===== src/rtl/alu_sequencer_pkg.sv =====
`default_nettype none
//------------------------------------------------------------------------------
// +--------------------------------------------------------------------------+
// | Module   : alu_seq_pkg                                                   |
// | Purpose  : Shared opcode constants, opcode type and sequencer state type |
// |            for the accumulator-based ALU command sequencer.              |
// | Revision : 1.0 - initial release                                         |
// +--------------------------------------------------------------------------+
//------------------------------------------------------------------------------
package alu_seq_pkg;

   typedef logic [2:0] op_t;

   // Opcode meaning belongs to the ALU; the sequencer passes these through.
   localparam op_t OP_ADD  = 3'b000;
   localparam op_t OP_SUB  = 3'b001;
   localparam op_t OP_ADD1 = 3'b010;
   localparam op_t OP_SUB1 = 3'b011;
   localparam op_t OP_AND  = 3'b100;
   localparam op_t OP_OR   = 3'b101;
   localparam op_t OP_XOR  = 3'b110;
   localparam op_t OP_NOT  = 3'b111;

   typedef enum logic [1:0] {
      IDLE  = 2'd0,
      DRIVE = 2'd1,
      RESP  = 2'd2
   } state_t;

endpackage : alu_seq_pkg
`default_nettype wire


===== src/rtl/alu_sequencer_if.sv =====
`default_nettype none
//------------------------------------------------------------------------------
// +--------------------------------------------------------------------------+
// | Module   : alu_sequencer_if                                              |
// | Purpose  : Command (valid/ready) and response (valid/ready) channels of   |
// |            the ALU sequencer.                                            |
// | Ports    : master - front end: drives cmd_*, rsp_ready                   |
// |            slave  - sequencer: drives cmd_ready, rsp_*                   |
// | Revision : 1.0 - initial release                                         |
// +--------------------------------------------------------------------------+
//------------------------------------------------------------------------------
interface alu_sequencer_if
   import alu_seq_pkg::*;
#(
   parameter int NBITS = 4
);
   logic             cmd_valid;
   logic             cmd_ready;
   op_t              cmd_op;
   logic [NBITS-1:0] cmd_operand;
   logic             cmd_clr;
   logic             rsp_valid;
   logic             rsp_ready;
   logic [NBITS-1:0] rsp_result;
   logic             rsp_carry;

   modport master (
      output cmd_valid, cmd_op, cmd_operand, cmd_clr, rsp_ready,
      input  cmd_ready, rsp_valid, rsp_result, rsp_carry
   );

   modport slave (
      input  cmd_valid, cmd_op, cmd_operand, cmd_clr, rsp_ready,
      output cmd_ready, rsp_valid, rsp_result, rsp_carry
   );
endinterface : alu_sequencer_if
`default_nettype wire


===== src/rtl/alu_sequencer.sv =====
`default_nettype none
//------------------------------------------------------------------------------
// +--------------------------------------------------------------------------+
// | Module   : alu_sequencer                                                 |
// | Purpose  : Accumulator-based command sequencer. Accepts one command,     |
// |            drives registered operands/opcode to an external combinational|
// |            ALU for SETTLE_CYCLES cycles, captures the result into the    |
// |            accumulator and returns it on the response channel.           |
// | Ports    : clk, rst_n      - clock, async active-low reset               |
// |            bus (slave)     - cmd_* in / rsp_* out handshake channels     |
// |            alu_a/b/op      - registered ALU inputs                       |
// |            alu_q, alu_c    - ALU result and carry fed back               |
// |            busy            - high whenever not IDLE                      |
// | Revision : 1.0 - initial release                                         |
// +--------------------------------------------------------------------------+
//------------------------------------------------------------------------------
module alu_sequencer
   import alu_seq_pkg::*;
#(
   parameter int NBITS         = 4,
   parameter int SETTLE_CYCLES = 1
)(
   input  logic             clk,
   input  logic             rst_n,
   alu_sequencer_if.slave   bus,
   output logic [NBITS-1:0] alu_a,
   output logic [NBITS-1:0] alu_b,
   output op_t              alu_op,
   input  logic [NBITS:0]   alu_q,
   input  logic             alu_c,
   output logic             busy
);

   // Counter only ever holds SETTLE_CYCLES-1 down to 0; keep at least 1 bit.
   localparam int              CNT_W      = (SETTLE_CYCLES > 1) ? $clog2(SETTLE_CYCLES) : 1;
   localparam logic [CNT_W-1:0] C_CNT_LOAD = CNT_W'(SETTLE_CYCLES - 1);

   state_t             r_state;
   state_t             w_state_nxt;
   logic [CNT_W-1:0]   r_cnt;
   logic [NBITS-1:0]   r_acc;
   logic               r_carry;
   logic [NBITS-1:0]   r_alu_a;
   logic [NBITS-1:0]   r_alu_b;
   op_t                r_alu_op;

   logic               w_accept;
   logic               w_capture;
   logic               w_cmd_ready;
   logic               w_rsp_valid;
   logic               w_busy;

   // Result MSB duplicates alu_c; carry is taken from alu_c.
   logic               w_unused_q_msb;
   assign w_unused_q_msb = alu_q[NBITS];

   //---------------------------------------------------------------------------
   // State register
   //---------------------------------------------------------------------------
   always_ff @(posedge clk or negedge rst_n) begin
      if (!rst_n) begin
         r_state <= IDLE;
      end else begin
         r_state <= w_state_nxt;
      end
   end

   //---------------------------------------------------------------------------
   // Next-state and handshake outputs
   //---------------------------------------------------------------------------
   always_comb begin
      w_state_nxt = r_state;
      w_cmd_ready = 1'b0;
      w_rsp_valid = 1'b0;
      w_busy      = 1'b1;
      w_accept    = 1'b0;
      w_capture   = 1'b0;
      case (r_state)
         IDLE: begin
            w_cmd_ready = 1'b1;
            w_busy      = 1'b0;
            if (bus.cmd_valid) begin
               w_accept    = 1'b1;
               w_state_nxt = bus.cmd_clr ? RESP : DRIVE;
            end
         end
         DRIVE: begin
            if (r_cnt == '0) begin
               w_capture   = 1'b1;
               w_state_nxt = RESP;
            end
         end
         RESP: begin
            w_rsp_valid = 1'b1;
            if (bus.rsp_ready) begin
               w_state_nxt = IDLE;
            end
         end
         default: begin
            w_state_nxt = IDLE;
         end
      endcase
   end

   //---------------------------------------------------------------------------
   // Datapath: ALU input registers, settle counter, accumulator and carry
   //---------------------------------------------------------------------------
   always_ff @(posedge clk or negedge rst_n) begin
      if (!rst_n) begin
         r_cnt    <= '0;
         r_acc    <= '0;
         r_carry  <= 1'b0;
         r_alu_a  <= '0;
         r_alu_b  <= '0;
         r_alu_op <= OP_ADD;
      end else begin
         if (w_accept) begin
            if (bus.cmd_clr) begin
               // Clear leaves the ALU inputs untouched.
               r_acc   <= '0;
               r_carry <= 1'b0;
            end else begin
               r_alu_a  <= r_acc;
               r_alu_b  <= bus.cmd_operand;
               r_alu_op <= bus.cmd_op;
               r_cnt    <= C_CNT_LOAD;
            end
         end
         if (w_capture) begin
            r_acc   <= alu_q[NBITS-1:0];
            r_carry <= alu_c;
         end else if (r_state == DRIVE) begin
            r_cnt <= r_cnt - CNT_W'(1);
         end
      end
   end

   assign bus.cmd_ready  = w_cmd_ready;
   assign bus.rsp_valid  = w_rsp_valid;
   assign bus.rsp_result = r_acc;
   assign bus.rsp_carry  = r_carry;
   assign alu_a          = r_alu_a;
   assign alu_b          = r_alu_b;
   assign alu_op         = r_alu_op;
   assign busy           = w_busy;

endmodule : alu_sequencer
`default_nettype wire

===== src/flat_wrapper.sv =====
// flat-port wrapper written by rule: the top's interface ports become plain ports
module alu_sequencer_flat import alu_seq_pkg::*;
#(
   parameter int NBITS         = 4,
   parameter int SETTLE_CYCLES = 1
)
  (clk, rst_n, alu_a, alu_b, alu_op, alu_q, alu_c, busy, bus_cmd_valid, bus_cmd_op, bus_cmd_operand, bus_cmd_clr, bus_rsp_ready, bus_cmd_ready, bus_rsp_valid, bus_rsp_result, bus_rsp_carry);
  alu_sequencer_if #(.NBITS(NBITS)) bus_i ();
  input  logic clk;
  input  logic rst_n;
  output logic [NBITS-1:0] alu_a;
  output logic [NBITS-1:0] alu_b;
  output op_t alu_op;
  input  logic [NBITS:0] alu_q;
  input  logic alu_c;
  output logic busy;
  input wire logic [$bits(bus_i.cmd_valid)-1:0] bus_cmd_valid;
  input wire logic [$bits(bus_i.cmd_op)-1:0] bus_cmd_op;
  input wire logic [$bits(bus_i.cmd_operand)-1:0] bus_cmd_operand;
  input wire logic [$bits(bus_i.cmd_clr)-1:0] bus_cmd_clr;
  input wire logic [$bits(bus_i.rsp_ready)-1:0] bus_rsp_ready;
  output wire logic [$bits(bus_i.cmd_ready)-1:0] bus_cmd_ready;
  output wire logic [$bits(bus_i.rsp_valid)-1:0] bus_rsp_valid;
  output wire logic [$bits(bus_i.rsp_result)-1:0] bus_rsp_result;
  output wire logic [$bits(bus_i.rsp_carry)-1:0] bus_rsp_carry;
  assign bus_i.cmd_valid = bus_cmd_valid;
  assign bus_i.cmd_op = bus_cmd_op;
  assign bus_i.cmd_operand = bus_cmd_operand;
  assign bus_i.cmd_clr = bus_cmd_clr;
  assign bus_i.rsp_ready = bus_rsp_ready;
  assign bus_cmd_ready = bus_i.cmd_ready;
  assign bus_rsp_valid = bus_i.rsp_valid;
  assign bus_rsp_result = bus_i.rsp_result;
  assign bus_rsp_carry = bus_i.rsp_carry;
  alu_sequencer #(.NBITS(NBITS), .SETTLE_CYCLES(SETTLE_CYCLES)) u_core (.clk(clk), .rst_n(rst_n), .bus(bus_i), .alu_a(alu_a), .alu_b(alu_b), .alu_op(alu_op), .alu_q(alu_q), .alu_c(alu_c), .busy(busy));
endmodule

===== config.mk =====
export PLATFORM = sky130hd
export DESIGN_NAME = alu_sequencer_flat
export DESIGN_NICKNAME = d
export VERILOG_FILES = /design/src/rtl/alu_sequencer_pkg.sv /design/src/rtl/alu_sequencer_if.sv /design/src/rtl/alu_sequencer.sv /design/src/flat_wrapper.sv
export SDC_FILE = /design/constraint.sdc
export NUM_CORES = 1
export LEC_CHECK = 0
export CELL_PAD_IN_SITES_DETAIL_PLACEMENT = 1
export CELL_PAD_IN_SITES_GLOBAL_PLACEMENT = 1
export CORE_MARGIN = 3
export CORE_UTILIZATION = 33
export CTS_CLUSTER_DIAMETER = 200
export DETAILED_ROUTE_END_ITERATION = 16
export PLACE_DENSITY_LB_ADDON = 0.1
export REMOVE_ABC_BUFFERS = 1
export SYNTH_ARGS = -nofsm -noshare
export SYNTH_HDL_FRONTEND = slang
export SYNTH_SLANG_ARGS = --single-unit

===== constraint.sdc =====
create_clock -name clk -period 2.87 [get_ports clk]
set_input_delay 0.574 -clock clk [delete_from_list [all_inputs] [get_ports clk]]
set_output_delay 0.574 -clock clk [all_outputs]
set_load 0.02 [all_outputs]

==> results by stage, run 1 <==
Placed design:
- The number of placed cells counting well taps is 120.
- The final weighted congestion in routability-driven placement is 0.7288.
- The number of port buffers is 35.
- The pre-CTS setup slack is 623.2 ps.
- The placed instances occupy a cell area of ~1200 sq um.

Clock tree:
- In this run, CTS created clock tree buffers numbering 3.
- CTS built an H-tree with a depth of 1.
- The library cell used as clock root buffer is sky130_fd_sc_hd__clkbuf_4.
- CTS saw 19 sinks.
- The number of setup buffers added after CTS is 0.
- The clock latency reported for the late side of the worst-skew pair is slightly below 300 ps.
- The maximum root-to-sink buffer count is 2.
- The clock tree from TritonCTS is built.
- The clock slew seen by the registers of the worst setup and hold paths is about 110 ps.
- For this design, the CTS-stage hold fixing added 0 buffers.
- The number of gates resized after CTS was 0.

Setup path:
- For the worst setup path, the data arrival time is between 1500 and 2000 ps.
- In this run the critical register-to-register path is launched from u_core.r_state[1]$_DFFE_PN0P_.
- The slowest library cell on the worst path is sky130_fd_sc_hd__clkdlybuf4s50_1.
- The reg-to-reg setup timing slack is 1080 ps.
- The critical path class is register to output port.
- STA classifies the critical path endpoint as an output port.
- The startpoint kind of the worst setup timing path is a register.
- Traced cell by cell, the critical path runs through nor2b_1 -> clkdlybuf4s50_1.
- STA puts the critical path data required time at around 2300 ps.
- Together, buffers and inverters on the worst path number 1.
- In this design, the stage delay of the slowest critical-path cell is 630 ps.
- Among cell families on the critical path, the largest total delay comes from buffers and inverters.
- The endpoint identified for the worst register-to-register timing path is u_core.alu_a[0]$_DFFE_PN0P_.
- Of all nets on the critical path, the largest fanout is 11.
- Measured in cells, the most critical reg-to-reg path has a length of 3.

Layout:
- The number of filler instances in the final layout is about 250.
- The number of standard cells in the layout, taps in and fillers out is approximately 120.
- The area of all placed cells without fillers is roughly 1200 sq um.
- In the final layout, the share of cells above drive strength 1 is around 20%.
- Registers take between 400 and 500 sq um.
- The area taken by multi-input logic gates is roughly 310 sq um.
- For this run, the share of the core covered by cells in the final layout is 53.54%.
- The area added between synthesis and finish is 48.04%.
- 0 antenna diodes ended up in the layout.
- After the last flow step, the layout net total stands at about 120.

Min path:
- The worst hold path startpoint is u_core.alu_a[1]$_DFFE_PN0P_.
- The path with the worst hold slack has its endpoint at u_core.alu_a[1]$_DFFE_PN0P_.
- The number of stages on the worst hold path is 1.
- The type of the most critical hold path is register to register.

Drt:
- The routed length per placed instance is around 14 microns.
- The DRC marker count from the first detailed-route iteration is 1.
- Summed over all nets, wire length on met2 after detailed routing comes to between 800 and 900 microns.
- Across all layers, the routed design uses 607 vias.
- The routed design uses about 99 microns of met3 wire.
- For this run, design rule violations remaining after detail routing come to 0.
- The aggregate routed wire length is 1.709 mm.
- In this run the remaining antenna-violating nets after routing total 0.
- The number of search-and-repair iterations in the first detailed-routing pass is 2.
- After detailed routing, the number of vias per cell comes to about 4.9.
- The highest layer used for signal routing is met3.
- The detailed router put a total of 775 microns of wire on met1.

Synthesis:
- The count of synthesis-stage warnings from yosys is 0.
- The synthesized design contains 19 register bits.
- The average instance in the mapped netlist occupies 14.08 sq um.
- In this run, distinct cell masters in the synthesized netlist total 16.
- The synthesized instance count is between 50 and 60.
- In this run the cell area of the synthesized design comes to between 800 and 900 sq um.
- The portion of the post-synthesis area used by sequential elements is between 50% and 60%.

Power:
- The maximum vdd ir drop is ~0.00042 V.
- The power density over the cells is 859.6 nW/um^2.
- The leakage power figure is 0.5283 nW.
- After layout, the design draws a total of 1.057 mW.

Global route:
- The maximum number of pins on one net before global-route repair is 20.
- The total global-route track usage is a little under an eighth.
- The total overflow reported by the global router is 0.
- The wire length of the first global-routing pass is ~2.9 mm.
- The via count of the first global-routing pass was between 600 and 700.
- The initial antenna violation count came to 0.

Timing:
- Setup repair after global routing left no endpoint under its margin.
- The final-report hold violation count is 0.
- Derived from the worst setup path, the maximum achievable clock frequency is between 400 and 500 MHz.
- Final hold analysis gives a worst-case slack of about 520 ps.
- The setup-violating endpoint count in the final report is 0.
- The number of max-slew violations in the final report is 0.
- The setup total negative slack is 0 ps.
- The transition at the pin with the smallest max-transition slack is about 840 ps.
- The smallest clock period supported by the final layout is computed as 2276 ps.
- Across all setup checks in the final design, the least slack found is a little under 600 ps.
- Between clock sinks in the finished design, the worst skew comes to between 6 and 7 ps.
- The ratio of final minimum period to clock period is a little under 80%.
- The worst pin sits at a relative slew slack of between 40 and 50%.

Floorplan:
- The die covers between 3000 and 4000 sq um.
- Once the floorplan was initialized, standard cells occupied between 30 and 40% of the core.
- Row generation in the floorplan step produced 17 rows.
- The vertical die dimension is between 50 and 60 microns.
- The width of the die is about 56 microns.
- The core footprint is about 2300 sq um.
- The I/O pin count is 37.

Job:
- The count of maximum capacitance violations is 0.

Outcome:
- The flow ran to the end, and the final reports show no timing, DRC or antenna violations.
==> kinds of logic after synthesis <==
group,synth area share [%]
flip-flops,57.23
AND/OR/NAND/NOR,15.51
multiplexers,14.91
buffers and inverters,5.722
AO/OA/AOI/OAI,6.627
==> cell usage in the layout, fill, tap and decap left out <==
cell type | Yosys | final
sky130_fd_sc_hd__and4bb_1 | 1 | 1
sky130_fd_sc_hd__inv_1 | 7 | 7
sky130_fd_sc_hd__mux2_2 | 11 | 11
sky130_fd_sc_hd__o31ai_1 | 5 | 5
sky130_fd_sc_hd__a21o_2 | 1 | 1
sky130_fd_sc_hd__a211o_1 | 1 | 1
sky130_fd_sc_hd__nor4b_4 | 1 | 1
sky130_fd_sc_hd__clkdlybuf4s50_1 | 0 | 35
sky130_fd_sc_hd__clkbuf_4 | 0 | 3
sky130_fd_sc_hd__dfrtp_1 | 19 | 19
sky130_fd_sc_hd__nor3b_2 | 1 | 1
sky130_fd_sc_hd__buf_4 | 0 | 1
sky130_fd_sc_hd__nor2_1 | 1 | 1
sky130_fd_sc_hd__nor2b_1 | 2 | 2
sky130_fd_sc_hd__nand4bb_1 | 5 | 5
sky130_fd_sc_hd__clkinv_2 | 0 | 1
sky130_fd_sc_hd__nor3b_1 | 1 | 1
==> worst max path at each step <==
stage / start / to / slack, ps / depth (start not counted)
global placement: bus_cmd_clr / u_core.alu_b[0]$_DFFE_PN0P_ / 620 / 4
detailed placement: bus_cmd_clr / u_core.alu_b[0]$_DFFE_PN0P_ / 620 / 4
floorplan: bus_cmd_clr / u_core.alu_b[0]$_DFFE_PN0P_ / 1240 / 2
finish: u_core.r_state[1]$_DFFE_PN0P_ / bus_rsp_valid / 590 / 2
global route: u_core.r_state[1]$_DFFE_PN0P_ / bus_rsp_valid / 490 / 2
CTS: u_core.r_state[1]$_DFFE_PN0P_ / bus_rsp_valid / 570 / 2
==> cell usage after synthesis <==
library cell                instances  area [sq um]
sky130_fd_sc_hd__dfrtp_1           19         475.5
sky130_fd_sc_hd__mux2_2            11         123.9
sky130_fd_sc_hd__inv_1              7         26.28
sky130_fd_sc_hd__nand4bb_1          5         56.30
sky130_fd_sc_hd__o31ai_1            5         37.54
sky130_fd_sc_hd__nor2b_1            2         12.51
sky130_fd_sc_hd__a211o_1            1         8.760
sky130_fd_sc_hd__a21o_2             1         8.760
sky130_fd_sc_hd__and4bb_1           1         12.51
sky130_fd_sc_hd__buf_2              1         5.000
sky130_fd_sc_hd__buf_6              1         11.26
sky130_fd_sc_hd__clkbuf_2           1         5.000
sky130_fd_sc_hd__nor2_1             1         3.750
sky130_fd_sc_hd__nor3b_1            1         7.510
sky130_fd_sc_hd__nor3b_2            1         12.51
sky130_fd_sc_hd__nor4b_4            1         23.77
==> flip-flops by register name (all words and copies together), names as in the netlist <==
register	flops
u_core.r_cnt	1
u_core.bus.rsp_result	4
u_core.alu_b	4
u_core.alu_a	4
u_core.bus.rsp_carry	1
u_core.r_state	2
u_core.alu_op	3
==> layout make-up <==
type	instances	share of cell area [%]
repair buffers	36	29.09
clock buffers	3	1.831
clock inverters	1	0.4069
multi-input cells	30	25.03
inverters	7	2.136
well taps	28	2.848
flip-flops and latches	19	38.66
==> metal layers <==
layer  vias up  track usage (%)
li1        284                -
met2        20            18.36
met1       303            14.94
met3         0            3.016
met5         -                0
met4         0            3.051
==> report_power, final <==
| group | internal (mW) | switching [mW] | leakage [nW] |
|---|---|---|---|
| combinational | 0.277 | 0.223 | 0.270 |
| sequential | 0.361 | 0.0635 | 0.240 |
| clock | 0.0517 | 0.0810 | 0.0177 |
| total | 0.689 | 0.368 | 0.528 |
No activity file was read; power rests on OpenSTA's default activity.
==> inputs of run 2 (changes only) <==
- CORE_UTILIZATION: 33 -> 28
- clock period: 2.87 -> 2 ns (I/O delays scaled with it)
==> results by stage, run 2 (synthesis gave the netlist of run 1 again) <==
Outcome:
- Result of the run: finished clean (unchanged).

Drt:
- The final routed DRC violation total is 0 (unchanged).
- The via count is 621 (was 607).
- The average vias per placed instance is 4.777 (was 4.895).
- The count of antenna-violating nets left after detailed routing came to 0 (unchanged).
- The DRC marker count from the first detailed-route iteration is 10 (was 1).
- The aggregate routed wire length is 1.783 mm (was 1.709 mm).
- The routed length per placed instance came to 13.72 microns (was 13.78 microns).
- The number of search-and-repair iterations in the first detailed-routing pass was 2 (unchanged).

Clock tree:
- The clock tree from TritonCTS is built (unchanged).
- The hold buffer count at cts came to 0 (unchanged).
- The maximum level of the CTS H-tree is 1 (unchanged).
- The clock slew seen by the registers of the worst setup and hold paths is 100 ps (was 110 ps).
- The library cell used as clock root buffer is sky130_fd_sc_hd__clkbuf_4 (unchanged).
- The clock sink count is 19 (unchanged).
- The post-CTS repair timing setup buffer count is 0 (unchanged).
- The number of gates resized after cts is 0 (unchanged).
- The CTS buffer count is 3 (unchanged).
- The clock latency reported for the late side of the worst-skew pair is 290 ps (about the same).
- The maximum root-to-sink buffer count is 2 (unchanged).

Job:
- The count of maximum capacitance violations is 0 (unchanged).

Global route:
- The total global-route track usage was 10.75% (was 11.36%).
- The maximum number of pins on one net before global-route repair is 20 (unchanged).
- The wire length of the first global-routing pass is 2.856 mm (was 2.925 mm).
- The initial antenna violation count was 0 (unchanged).
- The via count of the first global-routing pass is 632 (was 634).
- The total overflow reported by the global router came to 0 (unchanged).

Layout:
- The area added between synthesis and finish is 52.56% (was 48.04%).
- Most frequent cells in the layout: sky130_fd_sc_hd__clkdlybuf4s50_1 (35), sky130_fd_sc_hd__dfrtp_1 (19), sky130_fd_sc_hd__mux2_2 (11), sky130_fd_sc_hd__inv_1 (7) (unchanged).
- The leading cell type in the layout, fill and taps excluded is sky130_fd_sc_hd__clkdlybuf4s50_1 (unchanged).
- The fraction of final layout cells with drive strength greater than 1 is 21.21% (was 19.79%).
- The number of filler instances in the final layout is 301 (was 249).
- The net count of the finished layout is 118 (was 115).
- The storage element area is 475.5 sq um (unchanged).
- The number of standard cells in the layout, taps in and fillers out is 130 (was 124).
- The area taken by multi-input logic gates is 307.8 sq um (unchanged).
- The antenna cell count is 0 (unchanged).

Power:
- The net switching power is 527.2 uW (was 367.8 uW).
- The leakage power figure is 0.5438 nW (was 0.5283 nW).
- The clock share of power is 12.2% (was 12.6%).
- The power density over the cells is 1213 nW/um^2 (was 859.6 nW/um^2).
- The internal power consumption is 1.010 mW (was 689.3 uW).
- The fraction of power consumed by sequential logic is 38.4% (was 40.1%).
- The switching fraction of total power is 34.30% (was 34.79%).
- The share of total power in combinational logic is 49.4% (was 47.3%).
- The overall power of the completed layout is 1.537 mW (was 1.057 mW).
- The maximum vdd ir drop is 0.0007607 V (was 0.0004221 V).

Timing:
- The transition at the pin with the smallest max-transition slack is 463.8 ps (was 837.0 ps).
- The final-report hold violation count is 0 (unchanged).
- The worst slew margin relative to its limit was 68.95% (was 44.02%).
- The tightest hold margin is 433.0 ps (was 519.1 ps).
- The setup-violating endpoint count in the final report is 0 (unchanged).
- RSZ-0062 raised after global routing: false (unchanged).
- Derived from the worst setup path, the maximum achievable clock frequency is 533.7 MHz.
- The setup total negative slack is 0 ps (unchanged).
- Of the available clock period, the critical path in the final layout requires between 90% and 100%.
- The worst clock skew was 1.379 ps (was 6.737 ps).
- The number of max-slew violations in the final report was 0 (unchanged).
- The final critical-path setup slack came to 126.1 ps (was 594.5 ps).
- For the finished layout, the period the worst path requires is about 1900 ps.

Setup path:
- The startpoint of the most critical setup path is u_core.r_state[0]$_DFFE_PN0P_ (was u_core.r_state[1]$_DFFE_PN0P_).
- The critical path data required time is 1600 ps (was 2300 ps).
- The critical path class is register to output port (unchanged).
- The endpoint type of the worst setup path is an output port (unchanged).
- The startpoint kind of the worst setup timing path is a register (unchanged).
- The source of the worst register-to-register timing path is u_core.r_state[1]$_DFFE_PN0P_ (unchanged).
- The maximum net fanout on the critical path was 3 (was 11).
- The worst endpoint data arrival time is 1470 ps (was 1700 ps).

Floorplan:
- The total number of placement rows is 19 (was 17).
- The I/O pin count is 37 (unchanged).
- The core footprint is 2781 sq um (was 2297 sq um).
- The initial core utilization is 29.87% (was 36.17%).
- The vertical die dimension is 60.47 microns (was 56.18 microns).
- The die outline area came to 3657 sq um (was 3156 sq um).
- The width of the die was 60.47 microns (was 56.18 microns).

Placed design:
- The final weighted congestion in routability-driven placement came to 0.7133 (was 0.7288).
- The pre-CTS setup slack was 204.7 ps (was 623.2 ps).
- The number of port buffers came to 35 (unchanged).
- Once detailed placement completed, the half-perimeter wirelength came to 1.344 mm.
- The number of placed cells counting well taps came to 126 (was 120).

Min path:
- The type of the most critical hold path is input pin to async pin (was register to register).
==> run 2: changes by cell type in the layout (fill, tap and decap cells not counted) <==
cell / change
sky130_fd_sc_hd__buf_4: +2
sky130_fd_sc_hd__buf_12: +1
sky130_fd_sc_hd__clkbuf_1: +1
sky130_fd_sc_hd__clkinv_2: -1
==> run 2: path summary, 6_finish.rpt <==
path                                                    endpoint  slack [ps]  cells past startpoint
worst max-delay path                               bus_rsp_valid         130                      2
worst min-delay path            u_core.bus.rsp_carry$_DFFE_PN0P_         430                      2
worst max register to register       u_core.alu_b[3]$_DFFE_PN0P_         480                      4
worst min register to register       u_core.alu_a[2]$_DFFE_PN0P_         520                      1
max in group asynchronous                 u_core.r_cnt$_DFF_PN0_        1360                      2
min in group clk                     u_core.alu_a[2]$_DFFE_PN0P_         520                      1
==> run 2: critical path: stages, from the launching register on <==
cell and delay [ps]:
sky130_fd_sc_hd__dfrtp_1 410, sky130_fd_sc_hd__nor2b_1 150, sky130_fd_sc_hd__clkdlybuf4s50_1 620
==> run 2: through the flow <==
step                      utilization (%)  instance area, sq um
after floorplan                         -                 809.5
after global placement              44.62                  1241
after detailed placement            44.62                  1241
after CTS                           45.57                  1267
after global routing                45.57                  1267
final                               45.57                  1267
==> run 2: final cells by class <==
| type | instances | share of cell area, % |
|---|---|---|
| sequential | 19 | 37.51 |
| timing repair buffer | 39 | 31.00 |
| multi-input combinational | 30 | 24.28 |
| tap | 31 | 3.060 |
| clock buffer | 4 | 2.073 |
| inverter | 7 | 2.073 |
==> run 2: metal layers <==
metal  share of wire [%]  global-route usage (%)
met5                   0                       0
met4                0.50                   1.858
met3                 8.1                   5.106
met2                  50                   18.83
met1                  41                   12.13
==> run 2: power by group through the flow <==
| stage | Clock, mW | Combinational [mW] | Sequential, mW |
|---|---|---|---|
| final | 0.187 | 0.759 | 0.591 |
| after detailed placement | 0 | 0.770 | 0.601 |
| after global placement | 0 | 0.764 | 0.592 |
| after global routing | 0.217 | 0.813 | 0.615 |
| after CTS | 0.198 | 0.773 | 0.593 |
| after floorplan | 0 | 0.198 | 0.770 |
